## config.mk

```make
export PLATFORM = sky130hd
export DESIGN_NAME = psram_access_arbiter_flat
export DESIGN_NICKNAME = d
export VERILOG_FILES = /design/src/rtl/psram_access_arbiter_if.sv /design/src/rtl/psram_access_arbiter.sv /design/src/flat_wrapper.sv
export SDC_FILE = /design/constraint.sdc
export NUM_CORES = 1
export LEC_CHECK = 0
export CORE_MARGIN = 3
export CORE_UTILIZATION = 32
export DETAILED_ROUTE_END_ITERATION = 12
export GPL_TIMING_DRIVEN = 0
export PLACE_DENSITY = 0.78
export SLEW_MARGIN = 40
export SYNTH_ARGS = -nofsm -noshare
export SYNTH_HDL_FRONTEND = slang
export SYNTH_SLANG_ARGS = --single-unit
```

## constraint.sdc

```tcl
create_clock -name clk -period 1.8 [get_ports clk]
set_input_delay 0.36 -clock clk [delete_from_list [all_inputs] [get_ports clk]]
set_output_delay 0.36 -clock clk [all_outputs]
set_load 0.01 [all_outputs]
```

## src/rtl/psram_access_arbiter_if.sv

```systemverilog
// Bundle between the two frame requesters, the arbiter and the PSRAM controller port.
// Handshake: a requester holds rq high until its burst is finished; ack is a one-cycle grant coinciding with mem_cmd_en.
interface psram_access_arbiter_if;
  logic        calib_done;
  logic        wr_rq;
  logic [20:0] wr_addr;
  logic [31:0] wr_data;
  logic        wr_ack;
  logic        wr_data_rd;
  logic        rd_rq;
  logic [20:0] rd_addr;
  logic        rd_ack;
  logic [31:0] rd_data;
  logic        rd_data_valid;
  logic        mem_cmd;
  logic        mem_cmd_en;
  logic [20:0] mem_addr;
  logic [31:0] mem_wr_data;
  logic [31:0] mem_rd_data;
  logic        mem_rd_data_valid;
  logic        busy;
  logic        err;

  modport master (
    input  calib_done, wr_rq, wr_addr, wr_data, rd_rq, rd_addr,
           mem_rd_data, mem_rd_data_valid,
    output wr_ack, wr_data_rd, rd_ack, rd_data, rd_data_valid,
           mem_cmd, mem_cmd_en, mem_addr, mem_wr_data, busy, err
  );

  modport slave (
    output calib_done, wr_rq, wr_addr, wr_data, rd_rq, rd_addr,
           mem_rd_data, mem_rd_data_valid,
    input  wr_ack, wr_data_rd, rd_ack, rd_data, rd_data_valid,
           mem_cmd, mem_cmd_en, mem_addr, mem_wr_data, busy, err
  );
endinterface

```

## src/rtl/psram_access_arbiter.sv

```systemverilog
// Shares one PSRAM controller port between the camera writer and the display reader.
// Writes win arbitration, but only MAX_WR_STREAK times in a row while a read is waiting.
module psram_access_arbiter #(
  parameter int MEMORY_BURST  = 32,
  parameter int CMD_GAP       = 14,
  parameter int MAX_WR_STREAK = 4,
  parameter int RD_TIMEOUT    = 255
) (
  input  logic                  clk,
  input  logic                  reset_n,
  psram_access_arbiter_if.master bus,
  output logic [2:0]            state_dbg_o
);

  localparam int BURST_CYCLES = MEMORY_BURST / 4;
  localparam int BW = $clog2(BURST_CYCLES + 1);
  localparam int TW = $clog2(RD_TIMEOUT + 1);
  localparam int GW = $clog2(CMD_GAP + 1);
  localparam int SW = $clog2(MAX_WR_STREAK + 1);

  localparam logic [BW-1:0] BEATS      = BW'(BURST_CYCLES);
  localparam logic [BW-1:0] BEAT_LAST  = BW'(BURST_CYCLES - 1);
  localparam logic [TW-1:0] TMO_LAST   = TW'(RD_TIMEOUT - 1);
  localparam logic [GW-1:0] GAP_LAST   = GW'(CMD_GAP - 1);
  localparam logic [SW-1:0] STREAK_MAX = SW'(MAX_WR_STREAK);

  typedef enum logic [2:0] {
    IDLE    = 3'd0,
    ARB     = 3'd1,
    CMD     = 3'd2,
    WR_DATA = 3'd3,
    RD_DATA = 3'd4,
    RELEASE = 3'd5,
    GAP     = 3'd6
  } state_t;

  state_t        state_q, state_d;
  logic [SW-1:0] streak_q, streak_d;
  logic [BW-1:0] beat_q, beat_d;
  logic [TW-1:0] tmo_q, tmo_d;
  logic [GW-1:0] gap_q, gap_d;
  logic [20:0]   addr_q, addr_d;
  logic          gw_q, gw_d;
  logic          err_q, err_d;

  always_ff @(posedge clk or negedge reset_n) begin
    if (!reset_n) begin
      state_q  <= IDLE;
      streak_q <= '0;
      beat_q   <= '0;
      tmo_q    <= '0;
      gap_q    <= '0;
      addr_q   <= '0;
      gw_q     <= 1'b0;
      err_q    <= 1'b0;
    end else begin
      state_q  <= state_d;
      streak_q <= streak_d;
      beat_q   <= beat_d;
      tmo_q    <= tmo_d;
      gap_q    <= gap_d;
      addr_q   <= addr_d;
      gw_q     <= gw_d;
      err_q    <= err_d;
    end
  end

  always_comb begin
    state_d  = state_q;
    streak_d = streak_q;
    beat_d   = beat_q;
    tmo_d    = tmo_q;
    gap_d    = gap_q;
    addr_d   = addr_q;
    gw_d     = gw_q;
    err_d    = err_q;
    case (state_q)
      IDLE: if (bus.calib_done) state_d = ARB;
      ARB: begin
        if (!bus.calib_done) begin
          state_d = IDLE;
        end else if (bus.wr_rq && (!bus.rd_rq || streak_q < STREAK_MAX)) begin
          gw_d     = 1'b1;
          addr_d   = bus.wr_addr;
          streak_d = (streak_q < STREAK_MAX) ? streak_q + SW'(1) : streak_q;
          state_d  = CMD;
        end else if (bus.rd_rq) begin
          gw_d     = 1'b0;
          addr_d   = bus.rd_addr;
          streak_d = '0;
          state_d  = CMD;
        end
      end
      CMD: begin
        if (gw_q) begin
          beat_d  = BW'(1);
          state_d = WR_DATA;
        end else begin
          beat_d  = '0;
          tmo_d   = '0;
          state_d = RD_DATA;
        end
      end
      // The cycle with beat_q == BEATS is the idle tail after the last word.
      WR_DATA: begin
        if (beat_q == BEATS) state_d = RELEASE;
        else                 beat_d  = beat_q + BW'(1);
      end
      // A final beat landing on the timeout cycle still counts as a complete burst.
      RD_DATA: begin
        if (bus.mem_rd_data_valid) beat_d = beat_q + BW'(1);
        if (bus.mem_rd_data_valid && beat_q == BEAT_LAST) begin
          state_d = RELEASE;
        end else if (tmo_q == TMO_LAST) begin
          err_d   = 1'b1;
          state_d = RELEASE;
        end else begin
          tmo_d = tmo_q + TW'(1);
        end
      end
      RELEASE: begin
        if (!(gw_q ? bus.wr_rq : bus.rd_rq)) begin
          gap_d   = '0;
          state_d = GAP;
        end
      end
      GAP: begin
        if (gap_q == GAP_LAST) state_d = ARB;
        else                   gap_d   = gap_q + GW'(1);
      end
      default: state_d = IDLE;
    endcase
  end

  logic in_cmd, busy;
  assign in_cmd = (state_q == CMD);
  assign busy   = (state_q != IDLE) && (state_q != ARB);

  assign bus.mem_cmd_en    = in_cmd;
  assign bus.mem_cmd       = gw_q;
  assign bus.mem_addr      = addr_q;
  assign bus.wr_ack        = in_cmd && gw_q;
  assign bus.rd_ack        = in_cmd && !gw_q;
  assign bus.wr_data_rd    = (in_cmd && gw_q) || (state_q == WR_DATA && beat_q != BEATS);
  assign bus.mem_wr_data   = (gw_q && busy) ? bus.wr_data : 32'd0;
  assign bus.rd_data       = bus.mem_rd_data;
  assign bus.rd_data_valid = bus.mem_rd_data_valid && (state_q == RD_DATA) && !gw_q;
  assign bus.busy          = busy;
  assign bus.err           = err_q;
  assign state_dbg_o       = state_q;

endmodule

```

## src/flat_wrapper.sv

```systemverilog
// flat-port wrapper written by rule: the top's interface ports become plain ports
module psram_access_arbiter_flat 
#(
  parameter int MEMORY_BURST  = 32,
  parameter int CMD_GAP       = 14,
  parameter int MAX_WR_STREAK = 4,
  parameter int RD_TIMEOUT    = 255
)
  (clk, reset_n, state_dbg_o, bus_calib_done, bus_wr_rq, bus_wr_addr, bus_wr_data, bus_rd_rq, bus_rd_addr, bus_mem_rd_data, bus_mem_rd_data_valid, bus_wr_ack, bus_wr_data_rd, bus_rd_ack, bus_rd_data, bus_rd_data_valid, bus_mem_cmd, bus_mem_cmd_en, bus_mem_addr, bus_mem_wr_data, bus_busy, bus_err);
  psram_access_arbiter_if bus_i ();
  input  logic clk;
  input  logic reset_n;
  output logic [2:0] state_dbg_o;
  input wire logic [$bits(bus_i.calib_done)-1:0] bus_calib_done;
  input wire logic [$bits(bus_i.wr_rq)-1:0] bus_wr_rq;
  input wire logic [$bits(bus_i.wr_addr)-1:0] bus_wr_addr;
  input wire logic [$bits(bus_i.wr_data)-1:0] bus_wr_data;
  input wire logic [$bits(bus_i.rd_rq)-1:0] bus_rd_rq;
  input wire logic [$bits(bus_i.rd_addr)-1:0] bus_rd_addr;
  input wire logic [$bits(bus_i.mem_rd_data)-1:0] bus_mem_rd_data;
  input wire logic [$bits(bus_i.mem_rd_data_valid)-1:0] bus_mem_rd_data_valid;
  output wire logic [$bits(bus_i.wr_ack)-1:0] bus_wr_ack;
  output wire logic [$bits(bus_i.wr_data_rd)-1:0] bus_wr_data_rd;
  output wire logic [$bits(bus_i.rd_ack)-1:0] bus_rd_ack;
  output wire logic [$bits(bus_i.rd_data)-1:0] bus_rd_data;
  output wire logic [$bits(bus_i.rd_data_valid)-1:0] bus_rd_data_valid;
  output wire logic [$bits(bus_i.mem_cmd)-1:0] bus_mem_cmd;
  output wire logic [$bits(bus_i.mem_cmd_en)-1:0] bus_mem_cmd_en;
  output wire logic [$bits(bus_i.mem_addr)-1:0] bus_mem_addr;
  output wire logic [$bits(bus_i.mem_wr_data)-1:0] bus_mem_wr_data;
  output wire logic [$bits(bus_i.busy)-1:0] bus_busy;
  output wire logic [$bits(bus_i.err)-1:0] bus_err;
  assign bus_i.calib_done = bus_calib_done;
  assign bus_i.wr_rq = bus_wr_rq;
  assign bus_i.wr_addr = bus_wr_addr;
  assign bus_i.wr_data = bus_wr_data;
  assign bus_i.rd_rq = bus_rd_rq;
  assign bus_i.rd_addr = bus_rd_addr;
  assign bus_i.mem_rd_data = bus_mem_rd_data;
  assign bus_i.mem_rd_data_valid = bus_mem_rd_data_valid;
  assign bus_wr_ack = bus_i.wr_ack;
  assign bus_wr_data_rd = bus_i.wr_data_rd;
  assign bus_rd_ack = bus_i.rd_ack;
  assign bus_rd_data = bus_i.rd_data;
  assign bus_rd_data_valid = bus_i.rd_data_valid;
  assign bus_mem_cmd = bus_i.mem_cmd;
  assign bus_mem_cmd_en = bus_i.mem_cmd_en;
  assign bus_mem_addr = bus_i.mem_addr;
  assign bus_mem_wr_data = bus_i.mem_wr_data;
  assign bus_busy = bus_i.busy;
  assign bus_err = bus_i.err;
  psram_access_arbiter #(.MEMORY_BURST(MEMORY_BURST), .CMD_GAP(CMD_GAP), .MAX_WR_STREAK(MAX_WR_STREAK), .RD_TIMEOUT(RD_TIMEOUT)) u_core (.clk(clk), .reset_n(reset_n), .bus(bus_i), .state_dbg_o(state_dbg_o));
endmodule
```

==> metrics, run 1 <==
outcome=complete, but fails checks; failing checks=setup timing; Least-Margin Pin Slew=0.363 ns; Final Cycle Share=109%; TritonCTS Buffers=5; initial antenna violation count=0; IO Pins=208; largest net degree at the start of global routing=29; placed cells=591; Max IR drop VDD=0.536 mV; Switching Fraction=37.8%; CTS clock-pin slew for the worst setup and hold paths=0.09 ns; Yosys reg bits=45; synthesized net count=426; prevailing post-synth register cell=dfrtp_1; dpl hpwl=6760 µm; Vias/cell=4.73; clock skew=0.0145 ns; layout cells sized above 1=34.4%; vias=3014; GRT Total Usage=16.2%; Routed WL=9390 µm; HP Class=in2async; hold slack=0.468 ns; endpoints failing setup=37; num rows=34; P_leak=2.49 nW; Worst Slack Setup Final=-0.168 ns; Distinct cells, synth=53; cells after synthesis=307; CTS tree=yes; Combinational Power Share=65.8%; PD cells=1340 mW/mm²; die area=0.0104 mm²; Critical Path Max Stage Delay=0.46 ns; first-pass GRT wire length=13500 µm; vias in the first global route=2936; clock root buffer=clkbuf_8; synthesized area=0.00293 mm²; CTS max path bufs=2; Critical Path Sink Type=output pin; Final Util=62.1%; Routed Antenna Nets=0; Worst Path Arrival=1.61 ns; highest fanout seen on the critical path=4; synth top area cells=dfrtp_1 (38%), buf_4 (8.2%), mux2i_1 (7.2%), and2_1 (7.0%), a21oi_1 (4.3%); Cell Chain, Critical Path=buf_6 > and2b_1 > and3_4 > or2_4 > buf_6; Synth area leader=dfrtp_1; grt total ovfl=0; crit path time final=1.97 ns; DIE HEIGHT=102 µm; TritonRoute pass-1 iters=4; Worst Path Required=1.44 ns; ys async rst share=100%; Post-synth EDFFs=0; number of diodes=0; floorplan core area=0.00881 mm²; wire length per cell=14.7 µm; RSZ-0062 raised after global routing=true; Final Instance Area=0.00547 mm²; syn avg cell area=9.56 µm²; slowest stage cell on the critical path=dfrtp_2; Sw Pwr=0.00276 W; maximum clock frequency=508 MHz; post-synthesis sequential area ratio=38.4%; P_int=0.00455 W; # clock sinks=45; final hold violations=0; Slew headroom=75.5%; Max Slew Vio Count=0; Synth top area share=38.4%; Initial Util=33.3%; DRC=0; Top cell by count, worst path=buf_6; H-tree depth=2; Post-Place Cell Area=0.00484 mm²; Die Span X=102 µm; Yosys Warn Count=0; initial DRC count=88; critical path type=reg2out; CP startpoint kind=flop; Finished Layout Cells=637; pre-CTS setup slack=-0.563 ns; P&R area growth vs syn=86.4%; clk_lat worst skew=0.30 ns; Port-buffer cells=175; Clock Power Share=9.1%; maxcap violations=0; Seq pwr share=25.1%; GP Congestion=0.740; NumNets Final=647
synth_stat cells (4+ instances only):
cell,number
a21oi_1,25
and2_1,33
buf_2,4
buf_4,32
buf_6,7
dfrtp_1,45
ha_1,7
inv_1,11
mux2i_1,21
nand2_1,14
nand3_1,8
nor2_1,31
o21ai_0,9
power by group through the flow:
| stage | logic (W) | registers (W) | clock network, W |
|---|---|---|---|
| 2_1_floorplan | 0.00183 | 0.00192 | 0 |
| 4_1_cts | 0.00438 | 0.00181 | 0.000685 |
| 6_report | 0.00480 | 0.00183 | 0.000668 |
| 5_1_grt | 0.00519 | 0.00188 | 0.000731 |
| 3_5_place_dp | 0.00365 | 0.00185 | 0 |
| 3_3_place_gp | 0.00359 | 0.00183 | 0 |
final cells by class:
| type | instances | area (µm²) |
|---|---|---|
| clock inverters | 2 | 13.8 |
| plain buffers | 45 | 398 |
| inverters | 11 | 47.5 |
| multi-input cells | 205 | 1580 |
| clock buffers | 6 | 82.6 |
| fillers | 708 | 3340 |
| flip-flops and latches | 45 | 1130 |
| repair buffers | 215 | 2090 |
| well taps | 108 | 135 |
registers in the layout (all words and copies together) (netlist names):
name                 cells
u_core.tmo_q             8
u_core.beat_q            4
u_core.bus.mem_cmd       1
u_core.streak_q          3
u_core.state_dbg_o       3
u_core.bus.mem_addr     21
u_core.gap_q             4
u_core.bus.err           1
through the flow:
| stage | setup TNS (ns) | total power [W] |
|---|---|---|
| CTS | -3.60 | 0.00688 |
| finish | -3.51 | 0.00730 |
| global placement | -62.82 | 0.00542 |
| detailed placement | -22.91 | 0.00551 |
| global route | -6.78 | 0.00780 |
| floorplan | 0 | 0.00374 |
cell usage in the layout, fill, tap and decap left out, types with 2 or more instances in the layout:
master | Yosys | layout
nand4_1 | 2 | 2
dfrtp_1 | 45 | 44
buf_2 | 4 | 15
nand3_1 | 8 | 6
a21oi_1 | 25 | 24
buf_6 | 7 | 32
a22o_1 | 2 | 2
buf_8 | 0 | 3
dlygate4sd2_1 | 0 | 2
and2_4 | 0 | 18
clkbuf_16 | 0 | 2
ha_1 | 7 | 6
a31oi_1 | 3 | 3
nand2_1 | 14 | 13
and3_4 | 0 | 2
xor2_1 | 3 | 3
mux2i_1 | 21 | 21
nor2_4 | 0 | 2
inv_1 | 11 | 9
nor2_1 | 31 | 30
and4_1 | 2 | 2
clkdlybuf4s50_1 | 0 | 134
xnor2_1 | 3 | 3
o21ai_0 | 9 | 7
a21oi_2 | 1 | 2
or3_1 | 3 | 2
and2_1 | 33 | 14
clkbuf_8 | 0 | 12
nand4b_1 | 2 | 2
o31ai_1 | 3 | 3
buf_4 | 32 | 63
critical path, delay by kind of cell, from the launching register on:
family / cells / cell delay (ns)
simple gates: 3 / 0.58
flops: 1 / 0.46
buf+inv: 2 / 0.27
final timing paths:
check	depth (start not counted)	end	slack, ns	startpoint
max reg2reg	8	u_core.state_dbg_o[2]	-0.11	u_core.state_dbg_o[1]
max	5	bus_wr_data_rd	-0.17	u_core.state_dbg_o[1]
min in group clk	1	u_core.bus.err	0.47	u_core.bus.err
min reg2reg	1	u_core.bus.err	0.47	u_core.bus.err
max in group asynchronous	3	u_core.state_dbg_o[0]	0.89	reset_n
min	2	u_core.beat_q[3]	0.47	reset_n
cell families after synthesis:
group,Yosys count,share of synthesized area (%)
AND/OR/NAND/NOR,113,21.7
multiplexers,24,8.83
XOR/XNOR,6,1.79
flip-flops,45,38.4
adder cells (fa/ha/maj),7,2.98
buffers and inverters,57,13.3
AO/OA/AOI/OAI,55,12.9
metal layers:
layer / share of wire (%) / track usage (%) / routed length (µm)
met3: 11 / 5.30 / 1010
met5: 0 / 0 / 0
met2: 51 / 29.1 / 4750
met1: 37 / 18.6 / 3470
met4: 1.6 / 4.19 / 153
repair_timing:
action                                  4_1_cts  5_1_grt
hold endpoints to repair                     17        0
setup buffers                                23       11
cloned                                        3        2
hold buffers                                  1        0
gates resized for setup                     220       31
endpoints found under the setup margin       42       68
pin swaps                                    40        8
No activity file was read; power rests on OpenSTA's default activity.
==> inputs of run 2 (changes only) <==
--- a/config.mk
+++ b/config.mk
@@ -10,6 +10,7 @@
 export DETAILED_ROUTE_END_ITERATION = 12
 export GPL_TIMING_DRIVEN = 0
 export PLACE_DENSITY = 0.78
+export SETUP_SLACK_MARGIN = 0.4
 export SLEW_MARGIN = 40
 export SYNTH_ARGS = -nofsm -noshare
 export SYNTH_HDL_FRONTEND = slang
==> run 2 against run 1 <==
The run still ends with setup timing left. Sequential cell count unchanged. Clock power down 3.6%. Via count up 7.6%. Routed wire length up 17%. Sequential power about the same. Fmax down 0.95%. Largest power group unchanged. Highest routed layer unchanged. Register-to-register slack worse by 0.02 ns. Clock skew down 0.0058 ns. Count of clock-buffer cells in the layout unchanged. Final area up 7.6%. First-iteration DRC count up 1.1%.
==> metrics, run 2 (synthesized netlist as in run 1, its figures left out) <==
outcome=complete, but fails checks; failing checks=setup timing; layout cells sized above 1=44.5%; Seq pwr share=23.5%; initial antenna violation count=1; num rows=34; Fillers=664; Worst Slack Setup Final=-0.187 ns; Slew headroom=75.2%; maximum clock frequency=503 MHz; Vias/cell=4.96; IO Pins=208; Initial Util=33.3%; r2r endpoint=u_core.state_dbg_o[2]; endpoints failing setup=46; CTS clock-pin slew for the worst setup and hold paths=0.09 ns; vias=3242; hold slack=0.418 ns; max FFs per register=21; critical path type=reg2out; GP Congestion=0.832; most common cell after layout, fill and taps aside=clkdlybuf4s50_1; Max IR drop VDD=0.679 mV; maxcap violations=0; DIE HEIGHT=102 µm; Final Util=66.8%; TritonCTS Buffers=5; initial DRC count=89; CTS max path bufs=2; clock root buffer=clkbuf_8; RSZ-0062 raised after global routing=true; R2R cell count=7; GRT Total Usage=20.6%; clk_lat worst skew=0.31 ns; vias in the first global route=3330; floorplan core area=0.00881 mm²; H-tree depth=2; Worst Path Arrival=1.63 ns; Worst Path Required=1.44 ns; NumNets Final=662; P_leak=2.64 nW; Max Slew Vio Count=0; DRC=0; Finished Layout Cells=653; first-pass GRT wire length=16700 µm; dpl hpwl=7730 µm; placed cells=591; R2R setup slack=-0.13 ns; wire length per cell=16.8 µm; Routed WL=11000 µm; CTS tree=yes; Die Span X=102 µm; P&R area growth vs syn=101%; Routed Antenna Nets=0; crit path time final=1.99 ns; most frequent cells in the layout=clkdlybuf4s50_1 (109), buf_4 (64), buf_6 (61); Sw Pwr=0.00309 W; # clock sinks=45; Final Cycle Share=110%; HP Class=in2async; Critical Path Sink Type=output pin; highest fanout seen on the critical path=6; Port-buffer cells=175; P_int=0.00482 W; Least-Margin Pin Slew=0.370 ns; final hold violations=0; grt total ovfl=0; clock skew=0.00878 ns; CP startpoint kind=flop; Final Instance Area=0.00588 mm²; largest net degree at the start of global routing=35; Switching Fraction=39.0%; TritonRoute pass-1 iters=4; Post-Place Cell Area=0.00503 mm²; die area=0.0104 mm²; worst r2r src=u_core.state_dbg_o[2]; PD cells=1340 mW/mm²; Clock Power Share=8.1%; Combinational Power Share=68.3%
-- run 2: cell count changes in the layout (fill, tap and decap cells not counted), sizes merged, moves of 2 or more --
cell / change
clkinv: -2
clkdlybuf4s15: +2
buf: +23
dlygate4sd2: +20
clkdlybuf4s50: -25
clkbuf: -4
-- run 2: repair_timing --
| item | CTS | global route |
|---|---|---|
| gates cloned | 6 | 0 |
| pin swaps | 16 | 11 |
| endpoints found under the hold margin | 11 | 0 |
| setup buffers | 33 | 13 |
| resized for setup | 286 | 28 |
| endpoints found under the setup margin | 107 | 89 |
| hold buffers | 1 | 0 |
-- run 2: how the worst max path moves through the flow --
stage | start | end | cells past startpoint
finish | u_core.state_dbg_o[2] | bus_mem_wr_data[15] | 7
global route | u_core.state_dbg_o[2] | bus_mem_wr_data[15] | 7
CTS | u_core.state_dbg_o[2] | bus_mem_wr_data[7] | 7
detailed placement | u_core.beat_q[0] | bus_wr_data_rd | 5
global placement | reset_n | u_core.state_dbg_o[1] | 1
floorplan | u_core.beat_q[0] | u_core.state_dbg_o[2] | 6
-- run 2: per-layer routing --
metal	track usage, %	up-vias	part of all wire, %
met4	7.36	0	2.2
met2	39.6	179	54
met3	5.72	24	10
met1	20.9	1551	33
li1	-	1488	-
met5	0	-	0
-- run 2: stage by stage --
stage / setup WS, ns / setup TNS (ns) / total power, W
after floorplan: 0.146 / 0 / 0.00417
after global placement: -1.08 / -55.33 / 0.00585
after detailed placement: -0.399 / -15.63 / 0.00601
after CTS: -0.219 / -4.91 / 0.00751
after global routing: -0.245 / -8.01 / 0.00841
final: -0.187 / -4.45 / 0.00791
-- run 2: power groups by stage --
stage	clock (W)	combinational, W	sequential [W]
finish	0.000644	0.00540	0.00186
global route	0.000691	0.00581	0.00191
CTS	0.000656	0.00502	0.00183
detailed placement	0	0.00413	0.00188
global placement	0	0.00401	0.00184
floorplan	0	0.00224	0.00194
-- run 2: cell type report --
cell class / instances / area (µm²) / area share, %
inverter: 11 / 46.3 / 0.787
tap: 108 / 135 / 2.30
timing repair buffer: 229 / 2290 / 38.9
multi-input combinational: 205 / 1790 / 30.4
sequential: 45 / 1130 / 19.2
antenna: 1 / 2.50 / 0.0425
clock buffer: 6 / 72.6 / 1.23
clock inverter: 2 / 15.0 / 0.255
buffer: 46 / 408 / 6.93
-- run 2: critical path, cell delays in order, from the launching register on --
cell     delay [ns]
dfrtp_1        0.39
buf_6          0.14
nor2_4         0.08
and2b_4        0.23
buf_6          0.13
buf_8          0.12
and2_4         0.13
buf_6          0.11
==> inputs of run 3 (changes only) <==
--- a/config.mk
+++ b/config.mk
@@ -7,6 +7,7 @@
 export LEC_CHECK = 0
 export CORE_MARGIN = 3
 export CORE_UTILIZATION = 32
+export CTS_CLUSTER_SIZE = 28
 export DETAILED_ROUTE_END_ITERATION = 12
 export GPL_TIMING_DRIVEN = 0
 export PLACE_DENSITY = 0.78
==> results of run 3 <==
Same layout as run 2: the final DEF is identical, and so are final timing and power.
